--- src/rtl/rr_stream_mux.sv ---
// rr_stream_mux: CH-way valid/ready stream mux with one registered output
// stage and three grant modes: fixed-select, fixed-priority and round-robin.
//
// Ports:
//   clk, rst_n         clock, asynchronous active-low reset
//   in_data [CH*N]     channel k data at bits [k*N +: N]
//   in_valid/in_ready  per-channel handshake (in_ready is combinational)
//   mode [2]           00 select, 01 priority, 10/11 round-robin
//   sel [SW]           channel used in select mode
//   out_data/out_ch    registered beat and the channel it came from
//   out_valid/out_ready downstream handshake
//   xfer_cnt [16]      wrapping count of completed output transfers
module rr_stream_mux #(
    parameter  int N  = 8,
    parameter  int CH = 8,
    localparam int SW = $clog2(CH)
) (
    input  logic            clk,
    input  logic            rst_n,
    input  logic [CH*N-1:0] in_data,
    input  logic [CH-1:0]   in_valid,
    output logic [CH-1:0]   in_ready,
    input  logic [1:0]      mode,
    input  logic [SW-1:0]   sel,
    output logic [N-1:0]    out_data,
    output logic [SW-1:0]   out_ch,
    output logic            out_valid,
    input  logic            out_ready,
    output logic [15:0]     xfer_cnt
);

    logic [N-1:0]  out_data_q, out_data_d;
    logic [SW-1:0] out_ch_q, out_ch_d;
    logic          out_valid_q, out_valid_d;
    logic [15:0]   xfer_cnt_q, xfer_cnt_d;
    logic [SW-1:0] rr_ptr_q, rr_ptr_d;

    logic          gnt_vld;
    logic [SW-1:0] gnt_idx;
    logic          load_en;
    logic          in_xfer;
    int            idx;

    assign load_en = !out_valid_q || out_ready;

    // Loops run from the high end so the lowest index (or the smallest
    // offset from rr_ptr) is the last one written and therefore wins.
    always_comb begin
        gnt_vld = 1'b0;
        gnt_idx = '0;
        idx     = 0;
        case (mode)
            2'b00: begin
                for (int k = 0; k < CH; k++) begin
                    if (k == int'(sel) && in_valid[k]) begin
                        gnt_vld = 1'b1;
                        gnt_idx = SW'(k);
                    end
                end
            end
            2'b01: begin
                for (int k = CH - 1; k >= 0; k--) begin
                    if (in_valid[k]) begin
                        gnt_vld = 1'b1;
                        gnt_idx = SW'(k);
                    end
                end
            end
            default: begin
                for (int i = CH - 1; i >= 0; i--) begin
                    idx = int'(rr_ptr_q) + i;
                    if (idx >= CH) begin
                        idx = idx - CH;
                    end
                    if (in_valid[idx]) begin
                        gnt_vld = 1'b1;
                        gnt_idx = SW'(idx);
                    end
                end
            end
        endcase
    end

    // Gating with rst_n keeps the handshake dead while reset is held.
    assign in_xfer  = rst_n && gnt_vld && load_en;
    assign in_ready = in_xfer ? (CH'(1) << gnt_idx) : '0;

    always_comb begin
        out_valid_d = out_valid_q;
        out_data_d  = out_data_q;
        out_ch_d    = out_ch_q;
        rr_ptr_d    = rr_ptr_q;
        xfer_cnt_d  = xfer_cnt_q;
        if (load_en) begin
            out_valid_d = in_xfer;
        end
        if (in_xfer) begin
            out_data_d = in_data[int'(gnt_idx)*N +: N];
            out_ch_d   = gnt_idx;
            rr_ptr_d   = (int'(gnt_idx) == CH - 1) ? '0 : gnt_idx + SW'(1);
        end
        if (out_valid_q && out_ready) begin
            xfer_cnt_d = xfer_cnt_q + 16'd1;
        end
    end

    always_ff @(posedge clk or negedge rst_n) begin
        if (!rst_n) begin
            out_valid_q <= 1'b0;
            out_data_q  <= '0;
            out_ch_q    <= '0;
            rr_ptr_q    <= '0;
            xfer_cnt_q  <= '0;
        end else begin
            out_valid_q <= out_valid_d;
            out_data_q  <= out_data_d;
            out_ch_q    <= out_ch_d;
            rr_ptr_q    <= rr_ptr_d;
            xfer_cnt_q  <= xfer_cnt_d;
        end
    end

    assign out_valid = out_valid_q;
    assign out_data  = out_data_q;
    assign out_ch    = out_ch_q;
    assign xfer_cnt  = xfer_cnt_q;

endmodule

--- config.mk ---
export PLATFORM = sky130hd
export DESIGN_NAME = rr_stream_mux
export DESIGN_NICKNAME = d
export VERILOG_FILES = /design/src/rtl/rr_stream_mux.sv
export SDC_FILE = /design/constraint.sdc
export NUM_CORES = 1
export LEC_CHECK = 0
export ABC_AREA = 1
export ABC_CLOCK_PERIOD_IN_PS = 6300
export BUFFER_PORTS_ARGS = -buffer_cell sky130_fd_sc_hd__clkbuf_2
export CAP_MARGIN = 20
export CELL_PAD_IN_SITES_DETAIL_PLACEMENT = 2
export CELL_PAD_IN_SITES_GLOBAL_PLACEMENT = 2
export CORE_MARGIN = 10
export CORE_UTILIZATION = 27
export DETAILED_ROUTE_END_ITERATION = 10
export HOLD_SLACK_MARGIN = 0.05
export PLACE_DENSITY_LB_ADDON = 0.1
export REMOVE_ABC_BUFFERS = 1
export SYNTH_ARGS = -nofsm -noshare
export SYNTH_HDL_FRONTEND = slang
export SYNTH_SLANG_ARGS = --single-unit
export TNS_END_PERCENT = 50
--- constraint.sdc ---
create_clock -name clk -period 6.3 [get_ports clk]
set_clock_uncertainty 0.15 [all_clocks]
set_input_delay 0.63 -clock clk [delete_from_list [all_inputs] [get_ports clk]]
set_output_delay 0.63 -clock clk [all_outputs]
set_load 0.1 [all_outputs]
Yosys cells after proc, flatten, opt, wreduce, memory -nomap -nowiden
Index checks and enable logic that the tools add are counted.
- $add $sub $neg: 17
- magnitude comparators: 16
- eq/ne operators: 9
- shift-type cells: 2
- mux-type cells: 91
- reductions and logical operators: 16
- operators by type and width (operator ; count):
    two-way mux 32 bit ; 16
    less-than comparator 32 x 5 -> 1 bit, second input constant ; 8
    two-way mux 3 bit ; 23
    indexed part select 64 x 7 -> 8 bit ; 1
    two-way mux 1 bit ; 41
    subtractor 4 x 4 -> 5 bit, second input constant ; 7
    >= comparator 4 bit, second input constant ; 7
    binary-select mux 1 bit (select 3 bit) ; 8
    adder 16 x 1 -> 16 bit, second input constant ; 1
    adder 3 x 3 -> 4 bit, second input constant ; 4
    == test 3 bit, first input constant ; 4
    logical AND 1 bit ; 11
    adder 3 x 2 -> 4 bit, second input constant ; 2
    two-way mux 8 bit ; 1
    << shifter 1 x 3 -> 8 bit, first input constant ; 1
    == test 2 x 3 -> 1 bit, first input constant ; 2
    case mux 3 bit (2 select lines) ; 1
    subtractor 3 x 4 -> 5 bit, second input constant ; 1
    adder 3 x 1 -> 4 bit, second input constant ; 1
    >= comparator 3 x 4 -> 1 bit, second input constant ; 1
    adder 3 x 1 -> 3 bit, second input constant ; 1
    == test 1 x 3 -> 1 bit, first input constant ; 1
    == test 3 x 1 -> 1 bit, second input constant ; 1
    zero test 3 bit ; 1
    other kinds (6) ; 6
- flip-flop bits (word level): 31
- input port bits: 80
- output and inout bits: 36
- word-level logic and storage cells: 156

Depth between registers and ports, before layout
Gate-level depths: netlist of the first run.
- word-level depth: 19
- mapped depth: 24

Worst setup path before layout of the first run
OpenSTA, ideal clock, no wires.
- path kind: register -> output
- start point: register rr_ptr_q[1]
- end point: output in_ready[2]
- data arrival time: 4.336 ns
- setup slack: 1.184 ns
- cell stages (with the launch flop): 21
- path buffers: 2
- path through: dfrtp_1 buf_4 inv_2 ha_1 inv_2 nand3_2 nand3_2 nand2_2 a21oi_1 nand2_1 nand2_1 nand2_1 nand2_1 nand2_1 nand2_1 nand2_1 inv_1 buf_2 ha_1 inv_1 nor3_1
- elaborated cells between the ends (all ways): 85
- RTL lines (item ; RTL line ; source):
    from (decl) ; 36 ; logic [SW-1:0] rr_ptr_q, rr_ptr_d;
    from (signal assigned) ; 118 ; rr_ptr_q <= rr_ptr_d;
    adder 3 x 3 -> 4 bit ; 71 ; idx = int'(rr_ptr_q) + i;
    subtractor 4 x 4 -> 5 bit or >= comparator 4 bit (tied branches) ; 73, 72 ;
    two-way mux 32 bit ; 72 ; if (idx >= CH) begin
    two-way mux 32 bit ; 52 ; case (mode)
    binary-select mux 1 bit (select 3 bit) ; 75 ; if (in_valid[idx]) begin
    two-way mux 1 bit (not written as such) (2 in series) ; 75 ;
    two-way mux 3 bit (7 in series) ; 75 ;
    two-way mux 3 bit * ; 75 ;
    case mux 3 bit (2 select lines) * ; 52 ;
    via gnt_idx[1] ; 39 ; logic [SW-1:0] gnt_idx;
    << shifter 1 x 3 -> 8 bit * ; 86 ; assign in_ready = in_xfer ? (CH'(1) << gnt_idx) : '0;
    two-way mux 8 bit * ; 86 ;
    to (decl) ; 22 ; output logic [CH-1:0] in_ready,
The timed path passes the listed nets; every way through them passes the cells marked *. The select of a mux whose other input is x is not followed.

Final worst setup path of the first run
- start point: register rr_ptr_q[0]
- end point: output in_ready[7]
- longest elaborated chain between the ends: 19
- elaborated cells between the ends (all ways): 85
- ends and longest elaborated chain (item ; RTL line ; source):
    adder 3 x 3 -> 4 bit ; 71 ;
    subtractor 4 x 4 -> 5 bit or >= comparator 4 bit (tied branches) ; 73, 72 ;
    two-way mux 32 bit ; 72 ;
    two-way mux 32 bit ; 52 ;
    binary-select mux 1 bit (select 3 bit) ; 75 ;
    two-way mux 1 bit (not written as such) (2 in series) ; 75 ;
    two-way mux 1 bit (8 in series) ; 75 ;
    case mux 1 bit (2 select lines) ; 52 ;
    logical AND 1 bit (2 in series) ; 85 ; assign in_xfer = rst_n && gnt_vld && load_en;
    two-way mux 8 bit * ; 86 ;
Every way passes the cells marked *; elsewhere a longest branch is shown, timed or not. The select of a mux whose other input is x is not followed.

==> run summary, run 1 <==
Commonest non-fill, non-tap cell in the layout: nand2_1
Max VDD drop: 0.2715 mV
Required time of the critical path: 5.52 ns
CTS max path bufs: 2
Pleak: 2.147 nW
RSZ-0062 raised after global routing: false
Seq/Total Area, Yosys: 26.02%
Slew Viols, Final: 0
Drt initial violations: 147
Drt drc: 0
Fill count: 1366
Post-Synthesis Cells: 475
Setup violators final: 0
Layout area overhead: 25.22%
CTS HTree Levels: 2
WL final: 12090 µm
Wirelength per Cell: 16.72 µm
Root Driver: clkbuf_8
Synth area leaders: dfrtp_1, nand2_1, nand3_1
Vias in the first global route: 4002
Die W: 125.1 µm
Max Clock Freq: 0.1970 GHz
Max incr delay on CP: 0.60 ns
Share of the synthesized area in the top cell type: 26.02%
Boundary Pins: 116
CTS sink cnt: 31
DIE AREA: 15650 µm²
Worst slew margin: 40.67%
Worst Setup Path Type: flip-flop to output pin
Most frequent cells in the layout: nand2_1, clkbuf_2, nand3_1
Ant. Diodes: 0
Clock transition at path regs: 0.07 ns
Final nets: 671
Final TNS setup: 0 ns
Hold Crit Class: input pin to asynchronous set/reset pin
Grt peak-use layer: met2
Num rows: 38
Num CTS Buffers: 5
Minimum clock period: 5.076 ns
Status: complete, no violations
#FFs+latches synth: 31
DR vias/cell: 4.772
Cell taking the most area after synthesis: dfrtp_1
Distinct cells, synth: 36
Cts hold-fix bufs: 0
Worst path most repeated cell: nand2_1
Final period util: 80.57%
First-pass GRT wire length: 20310 µm
Cts repair resizes: 0
CP arrival: 4.30 ns
Actual slew at the worst max-slew pin: 0.8899 ns
Initial antenna violation count: 0
Largest net degree at the start of global routing: 38
Final Hold Fails: 0
Mapped cell area: 2982 µm²
PortBufs: 115
Max cap viols: 0
CTS tree: yes
DR vias: 3450
Met2 usage: 26.26%
Chip Height: 125.1 µm
Starting Density: 27.50%
Crit path capture type: output pin
Antenna-violating nets left: 0
Share of cells above drive strength 1: 26.93%
Clk_lat worst skew: 0.28 ns
# Post-CTS Setup Buffers: 0
Pwr Total: 0.002334 W
Congestion Overflow GR: 0
Crit start category: flip-flop
GRT Total Usage: 15.19%
CP Cell Sequence: inv_2 -> ha_1 -> inv_2 -> nand3_1 -> nand3_1 -> nand2_1 -> nand2_1 -> nand2_1 -> nand2_1 -> nand2_1 -> nand2_1 -> nand2_1 -> nand2_1 -> nand2_1 -> nand2_1 -> buf_4 -> inv_1 -> ha_1 -> ha_1 -> inv_1 -> nor2_1 -> clkbuf_2
Post-DP HPWL: 10140 µm
Core outline area: 10840 µm²
Syn avg cell area: 6.277 µm²
GR Layer Usage met1: 18.65%
Worst path slowest cell: dfrtp_1
Grt met3 use: 4.225%
DR pass1 iterations: 4
Biggest fanout along the worst timing path: 24
Final Wtd Congestion: 0.8336
Pwr/cell area: 625.2 nW/µm²
Ys Warns: 0
[cell families after synthesis]
logic type                 synth area share [%]
and+or+nand+nor                           48.47
buffers and inverters                     9.400
AOI/OAI and AO/OA                         6.463
DFF                                       26.02
xor gates and xnor gates                  5.498
adders and majority gates                 3.777
muxes                                    0.3776
[per-layer routing]
metal / vias up / wire length [µm]
met1: 1633 / 5541
met5: - / 0
met3: 4 / 626
met2: 66 / 5875
li1: 1747 / -
met4: 0 / 42
[worst paths after layout]
kind                                   from  slack [ns]     endpoint  cells after the start
worst max-delay path            rr_ptr_q[0]        1.22  in_ready[7]                     22
worst min-delay path                  rst_n        0.31  rr_ptr_q[0]                      1
worst max register to register  rr_ptr_q[0]        2.34  out_data[5]                     13
worst min register to register  out_data[7]        0.34  out_data[7]                      2
max in group asynchronous             rst_n        5.13  out_data[7]                      1
min in group clk                out_data[7]        0.34  out_data[7]                      2
[synthesized netlist by cell type, drive strengths merged]
master / instances
nand3b: 2
nand2: 192
ha: 9
nor3: 12
a41oi: 1
or2: 4
a31oi: 2
a311oi: 1
clkbuf: 2
o2111ai: 1
nor3b: 1
nor2: 27
inv: 44
mux2: 1
xor2: 10
xnor2: 7
o21ai: 10
nand3: 81
dfrtp: 31
nand4: 2
nor4: 3
a21oi: 17
buf: 14
o31ai: 1
[cell type report]
cell class                 instances  area [µm²]  area share (%)
clock buffer                       7       96.34           2.580
clock inverter                     1       7.507          0.2011
inverter                          44       170.2           4.558
multi-input combinational        384        1926           51.58
sequential                        31       775.7           20.78
tap                              140       175.2           4.692
timing repair buffer             116       583.1           15.62
[power breakdown]
part | internal [W] | switching [W] | total, W
clock | 0.0000994 | 0.0000788 | 0.000178
combinational | 0.000438 | 0.00137 | 0.00181
sequential | 0.000265 | 0.0000813 | 0.000347
total | 0.000803 | 0.00153 | 0.00233
[through the flow]
stage                     instance area (µm²)  hold WS (ns)  std cells  setup slack (ns)  utilization, %
after floorplan                          2872        0.1844        459            0.7185               -
after CTS                                3734        0.3397        723             1.208           34.44
after global placement                   3630        0.3066        715             1.782           33.48
final                                    3734        0.3103        723             1.224           34.44
after detailed placement                 3630        0.3277        715             1.546           33.48
after global routing                     3734        0.3643        723            0.8104           34.44
[worst max-delay path, delay by kind of cell (launching register included)]
kind / cells / cell delay [ns]
adder cells (fa/ha/maj): 3 / 0.90
buffers and inverters: 6 / 1.45
flip-flops: 1 / 0.60
AND/OR/NAND/NOR: 13 / 1.05
[registers in the layout, indices dropped and copies added (netlist names)]
signal / cells
out_ch: 3
out_data: 8
out_valid: 1
rr_ptr_q: 3
xfer_cnt: 16
(Power assumes the default switching activity.)
==> run 2, diff against run 1 <==
Settings changed: ABC_CLOCK_PERIOD_IN_PS 6300 to 4490, CORE_UTILIZATION 27 to 22.
Clock period 6.3 ns to 4.49 ns, I/O delays scaled along.
==> run summary, run 2 (same netlist as run 1, synthesis figures left out) <==
Status: complete, no violations
Max cap viols: 0
WL final: 12890 µm
Clock transition at path regs: 0.06 ns
Max VDD drop: 0.3731 mV
Hold Crit Class: input pin to asynchronous set/reset pin
DR vias: 3499
Pleak: 2.241 nW
Share of cells above drive strength 1: 27.80%
Pwr/cell area: 884.2 nW/µm²
CP arrival: 3.53 ns
Starting Density: 22.52%
PortBufs: 115
Commonest non-fill, non-tap cell in the layout: nand2_1
Layout area overhead: 34.03%
Register area: 775.7 µm²
Setup violators final: 0
Num CTS Buffers: 5
CTS max path bufs: 2
Worst hold margin: 0.1322 ns
# Post-CTS Setup Buffers: 0
Required time of the critical path: 3.89 ns
DIE AREA: 18610 µm²
Placed insts: 758
Core outline area: 13240 µm²
Most frequent cells in the layout: nand2_1, clkbuf_2, nand3_1
Final nets: 678
CP Cell Sequence: inv_2 -> ha_1 -> inv_2 -> nand3_2 -> nand3_2 -> nand2_2 -> inv_2 -> nand2_1 -> nand2_1 -> nand2_1 -> nand2_1 -> nand3_1 -> nand3_4 -> nand2_8 -> inv_6 -> ha_1 -> ha_1 -> inv_1 -> nor2_1 -> buf_12
Antenna-violating nets left: 0
CTS sink cnt: 31
Largest net degree at the start of global routing: 32
Minimum clock period: 4.129 ns
Cell depth of the worst setup path: 20
Max incr delay on CP: 0.38 ns
Family with the most delay on the worst path: simple AND/OR/NAND/NOR gates
Die W: 136.4 µm
Max reg flops: 16
Area of the multi-input gates: 1926 µm²
Worst slew margin: 58.85%
Worst path most repeated cell: nand2_1
Vias in the first global route: 3963
Boundary Pins: 116
Congestion Overflow GR: 0
Drt drc: 0
Final period util: 91.95%
Post-DP HPWL: 10890 µm
Drt initial violations: 120
GRT Total Usage: 13.94%
Crit start category: flip-flop
Ant. Diodes: 0
Final Hold Fails: 0
DR vias/cell: 4.568
Chip Height: 136.4 µm
RSZ-0062 raised after global routing: false
Slew Viols, Final: 0
Worst r2r path cells: 20
Cts hold-fix bufs: 0
Root Driver: clkbuf_16
DR pass1 iterations: 4
Max Clock Freq: 0.2422 GHz
Layout Cells excl Fill: 766
Biggest fanout along the worst timing path: 18
Wirelength per Cell: 16.83 µm
Clk_lat worst skew: 0.27 ns
Num rows: 42
Final Wtd Congestion: 0.8766
Actual slew at the worst max-slew pin: 0.6159 ns
Worst Setup Path Type: flip-flop to output pin
Crit path capture type: output pin
CTS tree: yes
Fill count: 1660
Initial antenna violation count: 0
CTS HTree Levels: 2
First-pass GRT wire length: 21000 µm
Crit path buffers/inverters: 6
Worst path slowest cell: dfrtp_1
Pwr Total: 0.003534 W
Cts repair resizes: 0
run 2: cell types whose count changed in the layout (fill, tap and decap cells not counted):
cell        change
buf_12          +6
clkbuf_2        -8
clkinvlp_4      -1
buf_4           +9
clkbuf_16       +5
clkinv_2        +1
bufinv_16       +1
clkbuf_8        -6
run 2: final timing paths:
| kind | start | endpoint | slack (ns) |
|---|---|---|---|
| worst min register to register | xfer_cnt[15] | xfer_cnt[15] | 0.31 |
| worst max-delay path | rr_ptr_q[0] | in_ready[7] | 0.36 |
| min in group clk | xfer_cnt[15] | xfer_cnt[15] | 0.31 |
| worst max register to register | rr_ptr_q[0] | rr_ptr_q[2] | 1.19 |
| max in group asynchronous | rst_n | xfer_cnt[0] | 3.74 |
| worst min-delay path | rst_n | out_data[2] | 0.13 |
run 2: metrics by stage:
step	instance area, µm²	setup slack (ns)	TNS, ns	util (%)
3_5_place_dp	3822	0.6024	0	28.86
3_3_place_gp	3822	0.7421	0	28.86
5_1_grt	3996	0.06698	0	30.18
4_1_cts	3996	0.2928	0	30.18
6_report	3996	0.3614	0	30.18
2_1_floorplan	2872	-0.9105	-5.123	-
run 2: report_power, final:
group	switching (W)	total [W]	internal, W	leakage [nW]
registers	0.0000929	0.000466	0.000373	0.379
clock network	0.000127	0.000403	0.000276	0.0868
logic	0.00199	0.00267	0.000680	1.77
total	0.00221	0.00353	0.00133	2.24
run 2: final cells by class:
class | count | area share, %
clock inverter | 2 | 0.8766
sequential | 31 | 19.41
timing repair buffer | 123 | 18.28
clock buffer | 6 | 3.475
multi-input combinational | 384 | 48.18
tap | 176 | 5.510
inverter | 44 | 4.258
run 2: layer usage:
metal	part of all wire, %	track usage [%]	routed length [µm]
met5	0	0	0
met4	0.29	1.420	38
met3	6.6	4.649	849
met2	48	23.84	6244
met1	45	17.13	5756
